<file path="src/rtl/k2_core_p_if.sv">
`default_nettype none
// ============================================================================
// Module   : k2_core_p_if
// Purpose  : Bundles the k2_core_p control, instruction-fetch and result
//            signals so the core and its environment share one port.
// Signals  : start, stall      - run control into the core
//            imem_addr         - fetch address (PC) out of the core
//            imem_data         - instruction word back from async memory
//            out_data/out_valid- RO value and its one-cycle update pulse
//            halted, carry_flag- status out of the core
// Modports : master - the core side; slave - the environment side
// Revision : 1.0 - initial release
// ============================================================================
interface k2_core_p_if #(
   parameter int DATA_W = 4,
   parameter int PC_W   = 4,
   parameter int IMM_W  = 3
);
   logic                start;
   logic                stall;
   logic [PC_W-1:0]     imem_addr;
   logic [IMM_W+4:0]    imem_data;
   logic [DATA_W-1:0]   out_data;
   logic                out_valid;
   logic                halted;
   logic                carry_flag;

   modport master (
      input  start, stall, imem_data,
      output imem_addr, out_data, out_valid, halted, carry_flag
   );

   modport slave (
      output start, stall, imem_data,
      input  imem_addr, out_data, out_valid, halted, carry_flag
   );
endinterface
`default_nettype wire

</file>
<file path="src/rtl/k2_core_p.sv">
`default_nettype none
// ============================================================================
// Module   : k2_core_p
// Purpose  : Tiny accumulator-style core: three data registers (RA, RB, RO),
//            a carry flag, unconditional/conditional jumps and HALT. One
//            instruction per cycle from an asynchronous instruction memory.
// Ports    : clk   - single clock, rising-edge
//            reset - synchronous, active-high
//            bus   - k2_core_p_if.master (start, stall, imem_addr,
//                    imem_data, out_data, out_valid, halted, carry_flag)
// Encoding : MSB first  J, C, D[1:0], S, imm[IMM_W-1:0]
// Revision : 1.0 - initial release
// ============================================================================
module k2_core_p #(
   parameter int DATA_W = 4,
   parameter int PC_W   = 4,
   parameter int IMM_W  = 3
) (
   input  wire             clk,
   input  wire             reset,
   k2_core_p_if.master     bus
);
   localparam int INST_W = IMM_W + 5;

   typedef enum logic [1:0] {
      ST_IDLE   = 2'd0,
      ST_RUN    = 2'd1,
      ST_HALTED = 2'd2
   } state_t;

   state_t              state_q, state_d;
   logic [PC_W-1:0]     pc_q, pc_d;
   logic [DATA_W-1:0]   ra_q, ra_d;
   logic [DATA_W-1:0]   rb_q, rb_d;
   logic [DATA_W-1:0]   ro_q, ro_d;
   logic                carry_q, carry_d;
   logic                out_valid_q, out_valid_d;

   // Instruction field decode
   logic                inst_j;
   logic                inst_c;
   logic [1:0]          inst_dst;
   logic                inst_s;
   logic [IMM_W-1:0]    inst_imm;

   assign inst_j   = bus.imem_data[INST_W-1];
   assign inst_c   = bus.imem_data[INST_W-2];
   assign inst_dst = bus.imem_data[INST_W-3 -: 2];
   assign inst_s   = bus.imem_data[IMM_W];
   assign inst_imm = bus.imem_data[IMM_W-1:0];

   // ALU: imm[0] selects subtract, done as RA + ~RB + 1 so the carry out
   // reads as "no borrow" for subtraction.
   logic [DATA_W-1:0]   alu_b;
   logic [DATA_W:0]     alu_sum;
   logic [DATA_W-1:0]   imm_data;
   logic [PC_W-1:0]     imm_pc;
   logic [PC_W-1:0]     pc_inc;
   logic [DATA_W-1:0]   wr_val;

   assign alu_b    = inst_imm[0] ? ~rb_q : rb_q;
   assign alu_sum  = {1'b0, ra_q} + {1'b0, alu_b} + {{DATA_W{1'b0}}, inst_imm[0]};
   assign imm_data = DATA_W'(inst_imm);
   assign imm_pc   = PC_W'(inst_imm);
   assign pc_inc   = pc_q + PC_W'(1);
   assign wr_val   = inst_s ? imm_data : alu_sum[DATA_W-1:0];

   always_comb begin
      state_d     = state_q;
      pc_d        = pc_q;
      ra_d        = ra_q;
      rb_d        = rb_q;
      ro_d        = ro_q;
      carry_d     = carry_q;
      out_valid_d = 1'b0;

      case (state_q)
         ST_IDLE, ST_HALTED: begin
            if (bus.start) begin
               state_d = ST_RUN;
            end
         end

         ST_RUN: begin
            if (!bus.stall) begin
               pc_d = pc_inc;
               if (inst_j && inst_c) begin
                  // HALT wins over a simultaneous start: start is not
                  // looked at while in RUN.
                  state_d = ST_HALTED;
               end else if (inst_j) begin
                  pc_d = imm_pc;
               end else if (inst_c) begin
                  if (carry_q) begin
                     pc_d = imm_pc;
                  end
               end else begin
                  case (inst_dst)
                     2'b00: ra_d = wr_val;
                     2'b01: rb_d = wr_val;
                     2'b10: begin
                        ro_d        = ra_q;
                        out_valid_d = 1'b1;
                     end
                     default: ;
                  endcase
                  // RO moves never touch the flag; D=11 with S=0 is the
                  // compare form that only updates it.
                  if (!inst_s && (inst_dst != 2'b10)) begin
                     carry_d = alu_sum[DATA_W];
                  end
               end
            end
         end

         default: begin
            state_d = ST_IDLE;
         end
      endcase
   end

   always_ff @(posedge clk) begin
      if (reset) begin
         state_q     <= ST_IDLE;
         pc_q        <= '0;
         ra_q        <= '0;
         rb_q        <= '0;
         ro_q        <= '0;
         carry_q     <= 1'b0;
         out_valid_q <= 1'b0;
      end else begin
         state_q     <= state_d;
         pc_q        <= pc_d;
         ra_q        <= ra_d;
         rb_q        <= rb_d;
         ro_q        <= ro_d;
         carry_q     <= carry_d;
         out_valid_q <= out_valid_d;
      end
   end

   assign bus.imem_addr  = pc_q;
   assign bus.out_data   = ro_q;
   assign bus.out_valid  = out_valid_q;
   assign bus.halted     = (state_q == ST_HALTED);
   assign bus.carry_flag = carry_q;

endmodule
`default_nettype wire
</file>
<file path="src/flat_wrapper.sv">
// flat-port wrapper written by rule: the top's interface ports become plain ports
module k2_core_p_flat 
#(
   parameter int DATA_W = 4,
   parameter int PC_W   = 4,
   parameter int IMM_W  = 3
)
  (clk, reset, bus_start, bus_stall, bus_imem_data, bus_imem_addr, bus_out_data, bus_out_valid, bus_halted, bus_carry_flag);
  k2_core_p_if #(.DATA_W(DATA_W), .PC_W(PC_W), .IMM_W(IMM_W)) bus_i ();
  input  wire clk;
  input  wire reset;
  input wire logic [$bits(bus_i.start)-1:0] bus_start;
  input wire logic [$bits(bus_i.stall)-1:0] bus_stall;
  input wire logic [$bits(bus_i.imem_data)-1:0] bus_imem_data;
  output wire logic [$bits(bus_i.imem_addr)-1:0] bus_imem_addr;
  output wire logic [$bits(bus_i.out_data)-1:0] bus_out_data;
  output wire logic [$bits(bus_i.out_valid)-1:0] bus_out_valid;
  output wire logic [$bits(bus_i.halted)-1:0] bus_halted;
  output wire logic [$bits(bus_i.carry_flag)-1:0] bus_carry_flag;
  assign bus_i.start = bus_start;
  assign bus_i.stall = bus_stall;
  assign bus_i.imem_data = bus_imem_data;
  assign bus_imem_addr = bus_i.imem_addr;
  assign bus_out_data = bus_i.out_data;
  assign bus_out_valid = bus_i.out_valid;
  assign bus_halted = bus_i.halted;
  assign bus_carry_flag = bus_i.carry_flag;
  k2_core_p #(.DATA_W(DATA_W), .PC_W(PC_W), .IMM_W(IMM_W)) u_core (.clk(clk), .reset(reset), .bus(bus_i));
endmodule
</file>
<file path="config.mk">
export PLATFORM = sky130hd
export DESIGN_NAME = k2_core_p_flat
export DESIGN_NICKNAME = d
export VERILOG_FILES = /design/src/rtl/k2_core_p_if.sv /design/src/rtl/k2_core_p.sv /design/src/flat_wrapper.sv
export SDC_FILE = /design/constraint.sdc
export NUM_CORES = 1
export LEC_CHECK = 0
export ABC_CLOCK_PERIOD_IN_PS = 4200
export CAP_MARGIN = 20
export CORE_MARGIN = 1.5
export CORE_UTILIZATION = 53
export DETAILED_ROUTE_END_ITERATION = 10
export GPL_ROUTABILITY_DRIVEN = 0
export PLACE_DENSITY = 0.83
export SYNTH_ARGS = -nofsm -noshare
export SYNTH_HDL_FRONTEND = slang
export SYNTH_SLANG_ARGS = --single-unit
export TNS_END_PERCENT = 10
</file>
<file path="constraint.sdc">
create_clock -name clk -period 4.2 [get_ports clk]
set_input_delay 0.63 -clock clk [delete_from_list [all_inputs] [get_ports clk]]
set_output_delay 0.63 -clock clk [all_outputs]
set_load 0.01 [all_outputs]
</file>
* After elaboration in Yosys (flattened, before gate mapping)
Cells that the tools add are included.
Word-level totals: register bits after elaboration 20, output and inout bits 11, logic and storage cells 48
Cells by class: add/sub/neg operators 3, eq/ne operators 8, muxes and demuxes 11, bitwise gates (word level) 6, reductions and logical operators 13
Operators with widths (count):
- $mux W4 | 6
- $reduce_and A6 Y1 | 4
- $mux W2 | 3
- $ne A2 B2 Y1 const B | 3
- $reduce_or A6 Y1 | 1
- $add A4 B4 Y5 | 1
- $add A5 B1 Y5 | 1
- $not A1 Y1 | 5
- $add A4 B1 Y4 const B | 1
- $eq A2 B1 Y1 const B | 2
- $eq A2 B2 Y1 const B | 2
- $logic_not A2 Y1 | 2
- $not A4 Y4 | 1
- $pmux W2 S2 | 1
- $reduce_and A3 Y1 | 1
- $logic_and A1 B1 Y1 | 2
- $ne A2 B1 Y1 const B | 1
- $reduce_and A2 Y1 | 1
- $reduce_or A2 Y1 | 1
- $logic_not A1 Y1 | 1
- $mux W1 | 1

* Longest topological paths before layout
Gate-level depths: netlist of run 1.
depth in word-level cells 5, gate-level depth with buffers 8, gate-level depth less buffers 7

* Worst setup path after synthesis of run 1
Ideal clock, no wire load.
path kind input-to-reg, from input bus_imem_data[0], to register u_core.rb_q[2], library setup time 0.071 ns, data arrival time 2.049 ns, slack 2.081 ns, cell stages on the path 8, path buffers 1, cell sequence clkbuf_1 xor2_1 inv_1 fa_1 xor2_1 o21ai_0 nand2_1 a21oi_1
Between the ends: cells in the longest elaborated chain, start to end 4
Ends and longest elaborated chain:
- start, declared | line flat_wrapper.sv:14 | input wire logic [$bits(bus_i.imem_data)-1:0] bus_imem_data;
- $mux W4 | line k2_core_p.sv:61 | assign alu_b = inst_imm[0] ? ~rb_q : rb_q;
- $add A4 B4 Y5 | line k2_core_p.sv:62 | assign alu_sum = {1'b0, ra_q} + {1'b0, alu_b} + {{DATA_W{1'b0}}, inst_imm[0]};
- $add A5 B1 Y5 (*) | line k2_core_p.sv:62
- $mux W4 (*) | line k2_core_p.sv:66 | assign wr_val = inst_s ? imm_data : alu_sum[DATA_W-1:0];
- end signal, assigned | line k2_core_p.sv:135 | rb_q <= rb_d;
- end, declared | line k2_core_p.sv:34 | logic [DATA_W-1:0] rb_q, rb_d;
Mark *: on every way between the ends. The rest lies on a longest branch, timed or not. A chain may end at the register's enable or synchronous reset.

* Worst setup path in the final report of run 1
from input bus_imem_data[0], to register u_core.ra_q[2]
Between the ends: cells in the longest elaborated chain, start to end 4
Ends and longest elaborated chain:
- $mux W4 | line k2_core_p.sv:61
- $add A4 B4 Y5 | line k2_core_p.sv:62
- $add A5 B1 Y5 (*) | line k2_core_p.sv:62
- $mux W4 (*) | line k2_core_p.sv:66
- end signal, assigned | line k2_core_p.sv:134 | ra_q <= ra_d;
- end, declared | line k2_core_p.sv:33 | logic [DATA_W-1:0] ra_q, ra_d;
Marked as above.

==> results of run 1 <==
metrics by stage:
step / instance area [µm²] / instances
final: 1361 / 175
after global routing: 1361 / 175
after CTS: 1361 / 175
after detailed placement: 1325 / 171
after global placement: 1325 / 171
after floorplan: 1095 / 128
cell usage after synthesis, drive strengths merged, types with 2 or more instances:
library cell	n	share of area, %
xor2	4	3.2
a211oi	4	2.7
nor2	18	6.6
inv	5	1.7
a211o	2	1.6
o21a	2	1.4
or3	2	1.1
nor2b	2	1.1
o31ai	2	1.4
nand3	3	1.4
or4	2	1.4
mux2i	9	8.2
o21ai	3	1.4
dfxtp	20	37
nor3b	3	2.1
nand2	11	3.8
a31oi	3	1.7
ha	4	4.6
clkbuf	5	1.7
a21oi	7	3.2
a22o	2	1.6
nor4	2	1.1
nor3	2	0.91
worst max-delay path, delay by kind of cell:
family / cells / cell delay (ps)
compound gates: 2 / 330
buf+inv: 2 / 750
xor+xnor: 2 / 410
fa+ha+maj: 1 / 430
simple gates: 1 / 90
worst paths after layout:
| kind | depth (start not counted) | slack [ps] | endpoint |
|---|---|---|---|
| setup / recovery | 8 | 1800 | u_core.ra_q[2] |
| hold / removal | 2 | 520 | u_core.bus.out_data[2] |
| setup reg to reg | 4 | 2340 | u_core.bus.out_data[3] |
| hold reg to reg | 2 | 520 | u_core.bus.out_data[2] |
registers in the layout, summed over array words and instances (netlist names):
register,cells
u_core.bus.out_valid,1
u_core.state_q,2
u_core.rb_q,4
u_core.bus.imem_addr,4
u_core.bus.carry_flag,1
u_core.ra_q,4
u_core.bus.out_data,4
layer usage:
metal / vias to the layer above / track usage [%] / share of wire [%] / wire, µm
met5: - / 0 / 0 / 0
met4: 0 / 9.524 / 2.8 / 67
met3: 9 / 3.704 / 4.5 / 107
met2: 32 / 38.43 / 48 / 1135
met1: 476 / 26.77 / 45 / 1069
li1: 502 / - / - / -
final cells by class:
type | instances | area (µm²)
multi-input combinational | 97 | 651.9
inverter | 5 | 18.77
clock buffer | 4 | 36.28
fill | 171 | 600.6
tap | 27 | 33.78
timing repair buffer | 22 | 220.2
sequential | 20 | 400.4
cell families (layout without fill, tap and decap cells):
kind of cell / after synthesis / after routing / synth area share (%)
buffers and inverters: 11 / 31 / 3.886
muxes: 9 / 9 / 8.229
DFF: 20 / 20 / 36.57
xor gates and xnor gates: 4 / 4 / 3.200
adders and majority gates: 5 / 5 / 6.400
AOI/OAI and AO/OA: 28 / 28 / 17.26
and+or+nand+nor: 51 / 51 / 24.46
power groups by stage:
stage	logic (mW)	registers (mW)	clock network, mW
floorplan	0.0302	0.200	0
global placement	0.0506	0.200	0
detailed placement	0.0523	0.200	0
CTS	0.0525	0.196	0.114
global route	0.0579	0.196	0.123
finish	0.0524	0.196	0.116
==> metrics.txt, run 1 <==
DRC errors left 0; sequential share of power between 50% and 60%; synth-to-layout area growth 24.34%; Die ar. 2347 µm²; Post-CTS Setup Bufs 0; switching pwr 0.09349 mW; most common cell after layout, fill and taps aside clkdlybuf4s50_1; crit start category input pin; Slew HR 46.86%; clk_lat worst skew 310 ps; synthesized flop and latch total 20; first-pass GRT wire length around 4000 µm; wire per inst 13.59 µm; Initial Utilization 55.80%; post-CTS sizing 0; CTS buffer count 3; Post-Route WL 2379 µm; GR Overflow Total 0; CP endpoint kind flip-flop; clk_skew around 5.7 ps; chip width 48.45 µm; Final WS setup ~1800 ps; fin crit period roughly 2400 ps; internal power 0.2703 mW; Clock Power Share 31.8%; Yosys warnings 0; DRT antenna net count 0; Reg-to-Reg Start u_core.state_q[0]; largest net degree at the start of global routing 24; CP dominant cell by count xor2_1; Pwr Density about 270 nW/µm²; status finished, final reports clean; Crit-path slowest cell clkdlybuf4s50_1; Final HPWL DP 1829 µm; Clock transition at path regs about 110 ps; Period Utilization, post-route 57.22%; gr usage total 22.03%; number of flops mapped to enable cells by yosys 0; DR iter-0 viols 16; FMAX around 420 MHz; final total power 0.3638 mW; Combinational Power Share 14.4%; Die Ht 48.45 µm; Pins Over Slew Limit 0; Worst Path Required 4430 ps; slowest stage delay, CP 650 ps; critical-path cell list clkdlybuf4s50_1, xor2_1, inv_1, fa_1, xor2_1, o21ai_0, nand2_1, a21oi_1; startpoint of the most critical hold path u_core.bus.out_data[2]; WS Path Type in2reg; syn_nets roughly 150; worst slack at placement 1485 ps; Cells after Synth 128; ys flop type dfxtp_1; CTS tree done; worst hold-check path type reg2reg; Leak 0.5401 nW; final hold vios 0; MaxCap Viol Count 0; Mapped Area between 1000 and 1500 µm²; Synth cell types 35; Site Rows 16; Worst Path Arrival 2630 ps; sw frac 25.70%; nets ~170; most frequent cells in the layout clkdlybuf4s50_1 (22), dfxtp_1 (20), nor2_1 (16); clk sinks 20; Final Util 69.39%; transition time of the tightest slew-check pin just under 800 ps; layout cells sized above 1 around 5.4%; synthesized area per cell 8.553 µm²; vias per inst 5.823; H-tree lvl count 1; antenna violations before repair 0; first-pass iteration count of the detailed router 4; CTS Hold Buffers Added 0; Diodes inserted 0; vias after detailed routing 1019; final setup violation count 0; CTS max path bufs 2; RSZ-0062 raised after global routing false; crit path max fanout 7; sequential share of the synthesized area 36.57%; PortBufs 22; core area 1962 µm²; Clock Tree Root clkbuf_4; FFs w/ async S/R, synth 0%; Top Ports 23; Hold WS 515.6 ps; VDD IR max 0.1981 mV; vias in the first global route about 960; Worst Setup SP bus_imem_data[0]; setup TNS 0 ps
Power figures use the tool's default switching activity.
==> run 2, diff against run 1 <==
Settings changed: ABC_CLOCK_PERIOD_IN_PS 4200 to 2100, CORE_UTILIZATION 53 to 45, PLACE_DENSITY 0.83 to 0.75.
Clock period 4.2 ns to 2.1 ns, I/O delays scaled along.
==> metrics.txt, run 2 (synthesis results as in run 1) <==
VDD IR max 0.4002 mV (+100%); Clock Power Share 26.1% (-5.7 points); critical-path cell list clkdlybuf4s50_1, buf_4, xor2_1, ha_1, a21oi_1, o21a_1, nor4_1, a211o_1; Hold Path Depth 2 (unchanged); vias in the first global route 1022 (+6.1%); clk_skew 2.218 ps (-3.509 ps); CP endpoint kind flip-flop; r2r endpoint u_core.ra_q[1]; antenna violations before repair 0 (unchanged); Worst Path Buf+Inv 2 (unchanged); FF-to-FF path depth 5 (+1); most frequent cells in the layout clkdlybuf4s50_1 (22), dfxtp_1 (20), nor2_1 (16); Combinational Power Share 18.3% (+3.9 points); vias per inst 5.574 (-4.3%); CP top delay family buffers and inverters; slowest stage delay, CP 490 ps (-160 ps); transition time of the tightest slew-check pin 587.2 ps (-207.4 ps); final setup violation count 0 (unchanged); core area 2255 µm² (+15%); final instance area 1474 µm² (+8.3%); Site Rows 17 (+1); MaxCap Viol Count 0 (unchanged); Worst Path Arrival 2120 ps (-510 ps); Die Ht 52.33 µm (+8.0%); synth-to-layout area growth 34.63%; CTS max path bufs 2 (unchanged); layout cells sized above 1 13.58% (+8.2 points); crit start category input pin; Multi-input gate area 651.9 µm² (unchanged); clk_lat worst skew 300 ps (about the same); CTS Hold Buffers Added 0 (unchanged); flop2flop setup slack 340 ps (-2000 ps); vias after detailed routing 1059 (+3.9%); sw frac 26.22% (+0.52 points); Final Util 65.37% (-4.0 points); GR Overflow Total 0 (unchanged); fillcell total 205 (+20%); fin crit period 1919 ps; RSZ-0062 raised after global routing false; final hold vios 0 (unchanged); gr usage total 22.48% (+0.45 points); status finished, final reports clean; Placed Area 1451 µm² (+9.5%); chip width 52.33 µm (+8.0%); Leak 0.6106 nW (+13%); CTS tree done; switching pwr 0.1845 mW (+97%); DP Cell Count 187 (+9.4%); Final HPWL DP 2108 µm (+15%); Post-Route WL 2747 µm (+15%); wire per inst 14.46 µm (+6.4%); largest net degree at the start of global routing 12 (-50%); most common cell after layout, fill and taps aside clkdlybuf4s50_1; internal power 0.5192 mW (+92%); Clock Tree Root clkbuf_4; Initial Utilization 48.56% (-7.2 points); Slew HR 59.73% (+13 points); Reg area 400.4 µm² (unchanged); H-tree lvl count 1 (unchanged); DRC errors left 0 (unchanged); Diodes inserted 0 (unchanged); Post-Layout Cell Count 190 (+8.6%); startpoint of the most critical hold path u_core.bus.imem_addr[3]; Top Ports 23 (unchanged); Period Utilization, post-route 91.36%; Crit-path slowest cell clkdlybuf4s50_1; Worst Path Required 2300 ps (-2130 ps); first-pass iteration count of the detailed router 4 (unchanged); sequential share of power 55.6% (+1.8 points); post-CTS sizing 0 (unchanged); PortBufs 22 (unchanged); crit path max fanout 6 (-1); clk sinks 20 (unchanged); FMAX between 500 and 600 MHz; first-pass GRT wire length 4519 µm (+9.9%); Post-CTS Setup Bufs 0 (unchanged); nets 181 (+9.0%); DR iter-0 viols 19 (+3); critical path depth 8 (unchanged); WS Path Type in2reg; Clock transition at path regs 110 ps (about the same); final total power 0.7037 mW (+93%); Pwr Density 477.4 nW/µm² (+79%); DRT antenna net count 0 (unchanged); worst hold-check path type reg2reg; Pins Over Slew Limit 0 (unchanged); Reg-to-Reg Start u_core.rb_q[0]; Die ar. 2738 µm² (+17%); Hold WS 516.3 ps (+0.6690 ps); Worst Hold End u_core.bus.imem_addr[3]; CTS buffer count 3 (unchanged)
## run 2: changes by cell type in the layout (fill, tap and decap cells not counted), sizes merged
cell,previous run,this run
buf,0,15
clkbuf,4,3
## run 2: how the worst max path moves through the flow
stage | start | end | slack (ps)
floorplan | bus_imem_data[0] | u_core.rb_q[2] | 300
global placement | bus_imem_data[0] | u_core.ra_q[3] | -60
detailed placement | bus_imem_data[0] | u_core.rb_q[3] | -120
CTS | bus_imem_data[0] | u_core.rb_q[3] | 200
global route | bus_imem_data[0] | u_core.ra_q[3] | 60
finish | bus_imem_data[0] | u_core.rb_q[3] | 180
## run 2: metal layers
metal	vias to the layer above	global-route usage (%)	wire (µm)
li1	527	-	-
met1	495	28.47	1237
met2	33	37.92	1326
met3	4	2.857	148
met4	0	9.829	35
met5	-	0	0
## run 2: final cells by class
class	count	area share, %
multi-input cells	97	44.23
flip-flops and latches	20	27.16
clock buffers	3	1.528
well taps	28	2.377
inverters	5	1.273
repair buffers	37	23.43
## run 2: stage by stage
step | setup TNS [ps] | setup slack, ps
2_1_floorplan | 0 | 295.8
3_3_place_gp | -120.0 | -57.07
3_5_place_dp | -552.3 | -117.0
4_1_cts | 0 | 200.4
5_1_grt | 0 | 56.74
6_report | 0 | 181.5
## run 2: power by group through the flow
stage / combinational, mW / sequential [mW] / clock [mW]
after floorplan: 0.0604 / 0.400 / 0
after global placement: 0.124 / 0.399 / 0
after detailed placement: 0.128 / 0.400 / 0
after CTS: 0.129 / 0.391 / 0.194
after global routing: 0.142 / 0.392 / 0.202
final: 0.129 / 0.391 / 0.184
## run 2: worst register-to-register path, delay by kind of cell (launching register included)
family,cells,cell delay [ps]
DFF,1,420
AOI/OAI and AO/OA,2,340
and+or+nand+nor,1,110
muxes,1,340
adders and majority gates,1,470
==> run 3, diff against run 2 <==
Settings changed: HOLD_SLACK_MARGIN set to 0.12, SLEW_MARGIN set to 10.
==> results of run 3 <==
No change in the layout: final DEF, timing and power equal those of run 2.
